--- src/rtl/mul1_sequencer_if.sv ---
// rtl/mul1_sequencer_if.sv - control/handshake bundle between the MUL1 sequencer and its neighbours
interface mul1_sequencer_if #(
  parameter int ADDR_W = 10
);

  // block request from the host
  logic              start;
  logic [ADDR_W:0]   num_samp;

  // sample-memory read port
  logic              z_rd;
  logic [ADDR_W-1:0] z_addr;

  // MUL1 / W register / accumulator control
  logic              en_mul;
  logic              w_load;
  logic              acc_clr;
  logic              zw_valid;
  logic              zw_last;
  logic              acc_ready;

  // status
  logic              busy;
  logic              done;

  // host side: requests blocks and provides accumulator backpressure
  modport master (
    output start, num_samp, acc_ready,
    input  z_rd, z_addr, en_mul, w_load, acc_clr, zw_valid, zw_last, busy, done
  );

  // sequencer side
  modport slave (
    input  start, num_samp, acc_ready,
    output z_rd, z_addr, en_mul, w_load, acc_clr, zw_valid, zw_last, busy, done
  );

endinterface

--- src/rtl/mul1_sequencer.sv ---
// rtl/mul1_sequencer.sv - sequences sample reads through MUL1 with valid/last tagging and backpressure
module mul1_sequencer #(
  parameter int ADDR_W = 10
) (
  input  logic             clk_mul,
  input  logic             rst_mul,
  mul1_sequencer_if.slave  bus
);

  typedef enum logic [1:0] {
    ST_IDLE = 2'd0,
    ST_LOAD = 2'd1,
    ST_RUN  = 2'd2,
    ST_DONE = 2'd3
  } state_t;

  localparam logic [ADDR_W:0]   CNT_ONE  = {{ADDR_W{1'b0}}, 1'b1};
  localparam logic [ADDR_W-1:0] ADDR_ONE = {{(ADDR_W-1){1'b0}}, 1'b1};

  state_t            state_q;
  state_t            state_d;

  logic [ADDR_W:0]   n_reg;      // block length latched on start
  logic [ADDR_W:0]   issued;     // reads issued so far in this block
  logic [ADDR_W-1:0] addr_q;     // next sample-memory address

  // two-stage pipe: v1 = memory data at MUL1 inputs, v2 = MUL1 output registers
  logic              v1;
  logic              v2;
  logic              l1;
  logic              l2;

  logic              adv;
  logic              issue;
  logic              last_issue;
  logic              drained;
  logic              accept_start;

  logic              w_load_c;
  logic              acc_clr_c;
  logic              done_c;

  // The whole pipe moves only when the output stage is empty or being consumed.
  assign adv          = !v2 || bus.acc_ready;
  assign issue        = (state_q == ST_RUN) && (issued < n_reg) && adv;
  assign last_issue   = (issued == (n_reg - CNT_ONE));
  assign accept_start = (state_q == ST_IDLE) && bus.start;

  // Leave RUN on the edge where the pipe becomes empty, so DONE follows the last beat directly.
  assign drained      = (issued == n_reg) && !v1 && adv;

  // State register
  always_ff @(posedge clk_mul) begin
    if (rst_mul) begin
      state_q <= ST_IDLE;
    end else begin
      state_q <= state_d;
    end
  end

  // Next-state and per-state strobes
  always_comb begin
    state_d   = state_q;
    w_load_c  = 1'b0;
    acc_clr_c = 1'b0;
    done_c    = 1'b0;
    unique case (state_q)
      ST_IDLE: begin
        if (bus.start) begin
          state_d = ST_LOAD;
        end
      end
      ST_LOAD: begin
        w_load_c  = 1'b1;
        acc_clr_c = 1'b1;
        state_d   = (n_reg != '0) ? ST_RUN : ST_DONE;
      end
      ST_RUN: begin
        if (drained) begin
          state_d = ST_DONE;
        end
      end
      ST_DONE: begin
        done_c  = 1'b1;
        state_d = ST_IDLE;
      end
      default: begin
        state_d = ST_IDLE;
      end
    endcase
  end

  // Block counters and read address; the address stops at the last sample instead of wrapping
  always_ff @(posedge clk_mul) begin
    if (rst_mul) begin
      n_reg  <= '0;
      issued <= '0;
      addr_q <= '0;
    end else if (accept_start) begin
      n_reg  <= bus.num_samp;
      issued <= '0;
      addr_q <= '0;
    end else if (issue) begin
      issued <= issued + CNT_ONE;
      if (!last_issue) begin
        addr_q <= addr_q + ADDR_ONE;
      end
    end
  end

  // Pipe valid/last tracking; everything holds while the accumulator stalls a valid output
  always_ff @(posedge clk_mul) begin
    if (rst_mul) begin
      v1 <= 1'b0;
      v2 <= 1'b0;
      l1 <= 1'b0;
      l2 <= 1'b0;
    end else if (adv) begin
      v2 <= v1;
      l2 <= l1;
      v1 <= issue;
      l1 <= issue && last_issue;
    end
  end

  assign bus.z_rd     = issue;
  assign bus.z_addr   = addr_q;
  assign bus.en_mul   = v1 && adv;
  assign bus.w_load   = w_load_c;
  assign bus.acc_clr  = acc_clr_c;
  assign bus.zw_valid = v2;
  assign bus.zw_last  = v2 && l2;
  assign bus.busy     = (state_q != ST_IDLE);
  assign bus.done     = done_c;

endmodule

--- src/flat_wrapper.sv ---
// flat-port wrapper written by rule: the top's interface ports become plain ports
module mul1_sequencer_flat 
#(
  parameter int ADDR_W = 10
)
  (clk_mul, rst_mul, bus_start, bus_num_samp, bus_acc_ready, bus_z_rd, bus_z_addr, bus_en_mul, bus_w_load, bus_acc_clr, bus_zw_valid, bus_zw_last, bus_busy, bus_done);
  mul1_sequencer_if #(.ADDR_W(ADDR_W)) bus_i ();
  input  logic clk_mul;
  input  logic rst_mul;
  input wire logic [$bits(bus_i.start)-1:0] bus_start;
  input wire logic [$bits(bus_i.num_samp)-1:0] bus_num_samp;
  input wire logic [$bits(bus_i.acc_ready)-1:0] bus_acc_ready;
  output wire logic [$bits(bus_i.z_rd)-1:0] bus_z_rd;
  output wire logic [$bits(bus_i.z_addr)-1:0] bus_z_addr;
  output wire logic [$bits(bus_i.en_mul)-1:0] bus_en_mul;
  output wire logic [$bits(bus_i.w_load)-1:0] bus_w_load;
  output wire logic [$bits(bus_i.acc_clr)-1:0] bus_acc_clr;
  output wire logic [$bits(bus_i.zw_valid)-1:0] bus_zw_valid;
  output wire logic [$bits(bus_i.zw_last)-1:0] bus_zw_last;
  output wire logic [$bits(bus_i.busy)-1:0] bus_busy;
  output wire logic [$bits(bus_i.done)-1:0] bus_done;
  assign bus_i.start = bus_start;
  assign bus_i.num_samp = bus_num_samp;
  assign bus_i.acc_ready = bus_acc_ready;
  assign bus_z_rd = bus_i.z_rd;
  assign bus_z_addr = bus_i.z_addr;
  assign bus_en_mul = bus_i.en_mul;
  assign bus_w_load = bus_i.w_load;
  assign bus_acc_clr = bus_i.acc_clr;
  assign bus_zw_valid = bus_i.zw_valid;
  assign bus_zw_last = bus_i.zw_last;
  assign bus_busy = bus_i.busy;
  assign bus_done = bus_i.done;
  mul1_sequencer #(.ADDR_W(ADDR_W)) u_core (.clk_mul(clk_mul), .rst_mul(rst_mul), .bus(bus_i));
endmodule
--- config.mk ---
export PLATFORM = sky130hd
export DESIGN_NAME = mul1_sequencer_flat
export DESIGN_NICKNAME = d
export VERILOG_FILES = /design/src/rtl/mul1_sequencer_if.sv /design/src/rtl/mul1_sequencer.sv /design/src/flat_wrapper.sv
export SDC_FILE = /design/constraint.sdc
export NUM_CORES = 1
export LEC_CHECK = 0
export ABC_CLOCK_PERIOD_IN_PS = 5800
export BUFFER_PORTS_ARGS = -buffer_cell sky130_fd_sc_hd__buf_2
export CAP_MARGIN = 40
export CORE_MARGIN = 4
export CORE_UTILIZATION = 43
export CTS_CLUSTER_SIZE = 8
export DETAILED_ROUTE_END_ITERATION = 7
export PLACE_DENSITY_LB_ADDON = 0.12
export SETUP_SLACK_MARGIN = 0.05
export SYNTH_ARGS = -nofsm -noshare
export SYNTH_HDL_FRONTEND = slang
export SYNTH_SLANG_ARGS = --single-unit
--- constraint.sdc ---
create_clock -name clk_mul -period 5.8 [get_ports clk_mul]
set_input_delay 1.45 -clock clk_mul [delete_from_list [all_inputs] [get_ports clk_mul]]
set_output_delay 1.45 -clock clk_mul [all_outputs]
set_load 0.05 [all_outputs]
; ---- Word-level counts from Yosys, hierarchy flattened
; Cells that the tools add are included.
[totals]
regBits = 38
in_bits = 15
out_inout_bits = 18
[classes]
n_reduce_logical = 17
bitwise = 1
addsub = 3
eq_ne = 7
n_mux = 6
magnitude_cmp = 1
[ops]
columns = operator, count
row1 = $eq A11 B11 Y1, 2
row2 = $add A11 B1 Y11 const B, 1
row3 = $lt A11 B11 Y1, 1
row4 = $reduce_bool A11 Y1, 1
row5 = $sub A11 B1 Y11 const B, 1
row6 = $add A10 B1 Y10 const B, 1
row7 = $logic_and A1 B1 Y1, 8
row8 = $pmux W2 S4, 1
row9 = $eq A2 B2 Y1 const B, 2
row10 = $mux W2, 2
row11 = $reduce_and A2 Y1, 2
row12 = $mux W1, 3
row13 = $eq A2 B1 Y1 const B, 1
row14 = $logic_not A1 Y1, 2
row15 = $logic_not A2 Y1, 1
row16 = $ne A2 B1 Y1 const B, 1
row17 = $ne A2 B2 Y1 const B, 1
row18 = $reduce_bool A2 Y1, 1
row19 = $reduce_or A2 Y1, 1
row20 = $logic_or A1 B1 Y1, 1
row21 = $not A1 Y1, 1

; ---- Depth between registers and ports, before layout
[depth]
depth_word = 5
depth_mapped = 12
ltp_nobuf = 10

; ---- Least setup slack after synthesis
; OpenSTA, ideal clock, no wires.
[synth_timing]
path_type = input-to-output
start = input bus_acc_ready
end = output bus_z_rd
n_path_buf = 2
stages = 8
setup_slack_ns = 1.722
t_arrival_ns = 2.628
path_cell_list = nor2b_1 clkbuf_1 nor3b_1 o21ai_0 inv_1 nand2_1 buf_6 inv_1
[synth_via]
elab_chain_cells = 2
[synth_rtl]
columns = item, line
row1 = "start, declared", flat_wrapper.sv:12  ; input wire logic [$bits(bus_i.acc_ready)-1:0] bus_acc_ready;
row2 = $logic_or A1 B1 Y1, mul1_sequencer.sv:44  ; assign adv = !v2 || bus.acc_ready;
row3 = $logic_and A1 B1 Y1, mul1_sequencer.sv:45  ; assign issue = (state_q == ST_RUN) && (issued < n_reg) && adv;
row4 = "end, declared", flat_wrapper.sv:13  ; output wire logic [$bits(bus_i.z_rd)-1:0] bus_z_rd;
; No other way between the ends.

; ---- Worst setup path after layout
; Same ends and word-level chain as after synthesis.

==> metrics.txt <==
status=completed; most frequent cells in the layout=38 x dfxtp_1, 37 x nand2_1, 33 x buf_2; critical path, cell by cell=buf_2 -> nor2b_1 -> nor3b_1 -> o21ai_0 -> inv_1 -> nand2_1 -> inv_1 -> buf_2; final max-slew violation count=0; Crit. End Element=output port; post-synthesis sequential area ratio=0.313; Worst EP arrival=about 3200 ps; final setup vio count=0; dominant synthesized flop cell=dfxtp_1; I/O Pins=33; DP Wirelength=4000 um; setup TNS=0 ps; maximum VDD drop=178 uV; total grt overflow=0; Initial Utilization=0.442; Synth Warn #=0; Max-cap violations=0; CTS resizes=0; TritonRoute pass-1 iters=4; PortBufs=32; Crit Path Max Fanout=13; first-pass GRT wire length=between 9000 and 10000 um; CP max stage cell=nor2b_1; skew final=around 13 ps; Die Wd=around 83 um; RSZ-0062 raised after global routing=no; Avg Vias per Cell=between 5 and 6; Avg WL per Cell=approximately 14 um; Routability Congestion=between 0.7 and 0.8; Crit Path Class=input port to output port; post-synthesis cell count=300; Worst slew margin=0.480; Non-Filler Instances=between 300 and 400; area delta synth->final=12.0%; TritonCTS buffer count=5; H-tree levels=2; CP Launch Type=input port; syn avg cell area=between 8 and 9 um2; Slew @ Worst Pin=around 780 ps; Req. time, crit path=between 4000 and 5000 ps; Pwr Density=353 nW/um2; Post-CTS Setup Repair Bufs=0; final worst slack=roughly 1200 ps; initial antenna violation count=0; core footprint=approximately 5500 um2; Initial DRC Count=51; Antenna Cells=0; hold_buf cts=0; GRT Total Usage=0.159; Multi-input gate area=around 1500 um2; Tmin final=about 4600 ps; period utilization=0.792; CTS tree=done; fin nets=359; layout cells sized above 1=0.157; syn_nets=335; Final ANT Viol Nets=0; vias=roughly 2100; Max Root-Sink Buffers=2; std cell rows=27; most common cell after layout, fill and taps aside=dfxtp_1; slowest stage delay, CP=a little over 400 ps; drt drc=0; placed cells=around 390; pin count of the biggest net entering global routing=21; Sink Count=38; FMAX=between 200 and 250 MHz; #FFs+latches synth=38; worst-skew pair later-pin latency=about 300 ps; dpl ws=around 1200 ps; number of distinct library cells after synthesis=between 40 and 50; Hold Fails Final Rpt=0; Synth async-reset ratio=0; Die ar.=6920 um2; Die Span Y=83.2 um; Mapped Area=about 2400 um2; total power=0.000962 W; fill count=approximately 550; Lkg Pwr=around 1.1 nW; Worst-path clk slew=roughly 80 ps; register area=about 760 um2; WL final=approximately 5400 um; number of synthesized flops with an enable pin=0; Hold Path Class=register to register; Root Buffer=clkbuf_8; number of global-route vias before repair=roughly 1900
==> worst paths after layout <==
kind | depth (start not counted) | slack, ps | start | end
hold reg to reg | 2 | 480 | u_core.n_reg[10] | u_core.n_reg[10]
hold / removal | 2 | 480 | u_core.n_reg[10] | u_core.n_reg[10]
setup reg to reg | 9 | 2920 | u_core.n_reg[1] | u_core.bus.z_addr[8]
setup / recovery | 8 | 1200 | bus_acc_ready | bus_z_rd
==> per-layer routing <==
layer | track usage | part of all wire | up-vias | wire, um
met4 | 0.0401 | 0.012 | 0 | 62
li1 | - | - | 1102 | -
met2 | 0.256 | 0.45 | 20 | 2440
met1 | 0.216 | 0.51 | 967 | 2730
met3 | 0.0337 | 0.027 | 6 | 144
met5 | 0 | 0 | - | 0
==> stage by stage <==
step,hold slack (ps),util,cell area (um2)
5_1_grt,511,0.495,2720
4_1_cts,486,0.495,2720
3_5_place_dp,474,0.470,2590
6_report,483,0.495,2720
2_1_floorplan,455,-,2430
3_3_place_gp,468,0.469,2580
==> critical path: cells and delay by family <==
family | cells | cell delay [ps]
simple gates | 3 | 840
buf+inv | 4 | 680
compound gates | 1 | 180
==> cells by family (layout without fill, tap and decap cells) <==
family / Yosys count / in the layout / synth area share
buf+inv: 38 / 63 / 0.0756
flops: 38 / 38 / 0.313
simple gates: 121 / 121 / 0.263
xor+xnor: 20 / 20 / 0.0720
compound gates: 59 / 59 / 0.157
fa+ha+maj: 20 / 20 / 0.103
mux: 4 / 4 / 0.0165
==> layout make-up <==
| class | count | area share |
|---|---|---|
| Clock buffer | 5 | 0.0253 |
| Tap cell | 72 | 0.0331 |
| Multi-Input combinational cell | 224 | 0.546 |
| Inverter | 22 | 0.0303 |
| Sequential cell | 38 | 0.279 |
| Clock inverter | 3 | 0.0253 |
| Timing Repair Buffer | 33 | 0.0606 |
==> report_power, final <==
| group | total, W | switching, W | internal [W] |
|---|---|---|---|
| Clock | 0.000277 | 0.000104 | 0.000172 |
| Combinational | 0.000365 | 0.000240 | 0.000125 |
| Sequential | 0.000320 | 0.0000346 | 0.000285 |
==> cell usage after synthesis (7+ instances only) <==
master / n / share of area
clkbuf_1: 9 / 0.014
a21oi_1: 26 / 0.053
nor2_1: 18 / 0.028
nand3_1: 9 / 0.019
nand2_1: 37 / 0.057
xor2_1: 8 / 0.029
dfxtp_1: 38 / 0.31
ha_1: 20 / 0.10
o21ai_0: 9 / 0.019
nor3_1: 7 / 0.014
inv_1: 22 / 0.034
xnor2_1: 12 / 0.043
nor4_1: 7 / 0.018
Power figures use the tool's default switching activity.
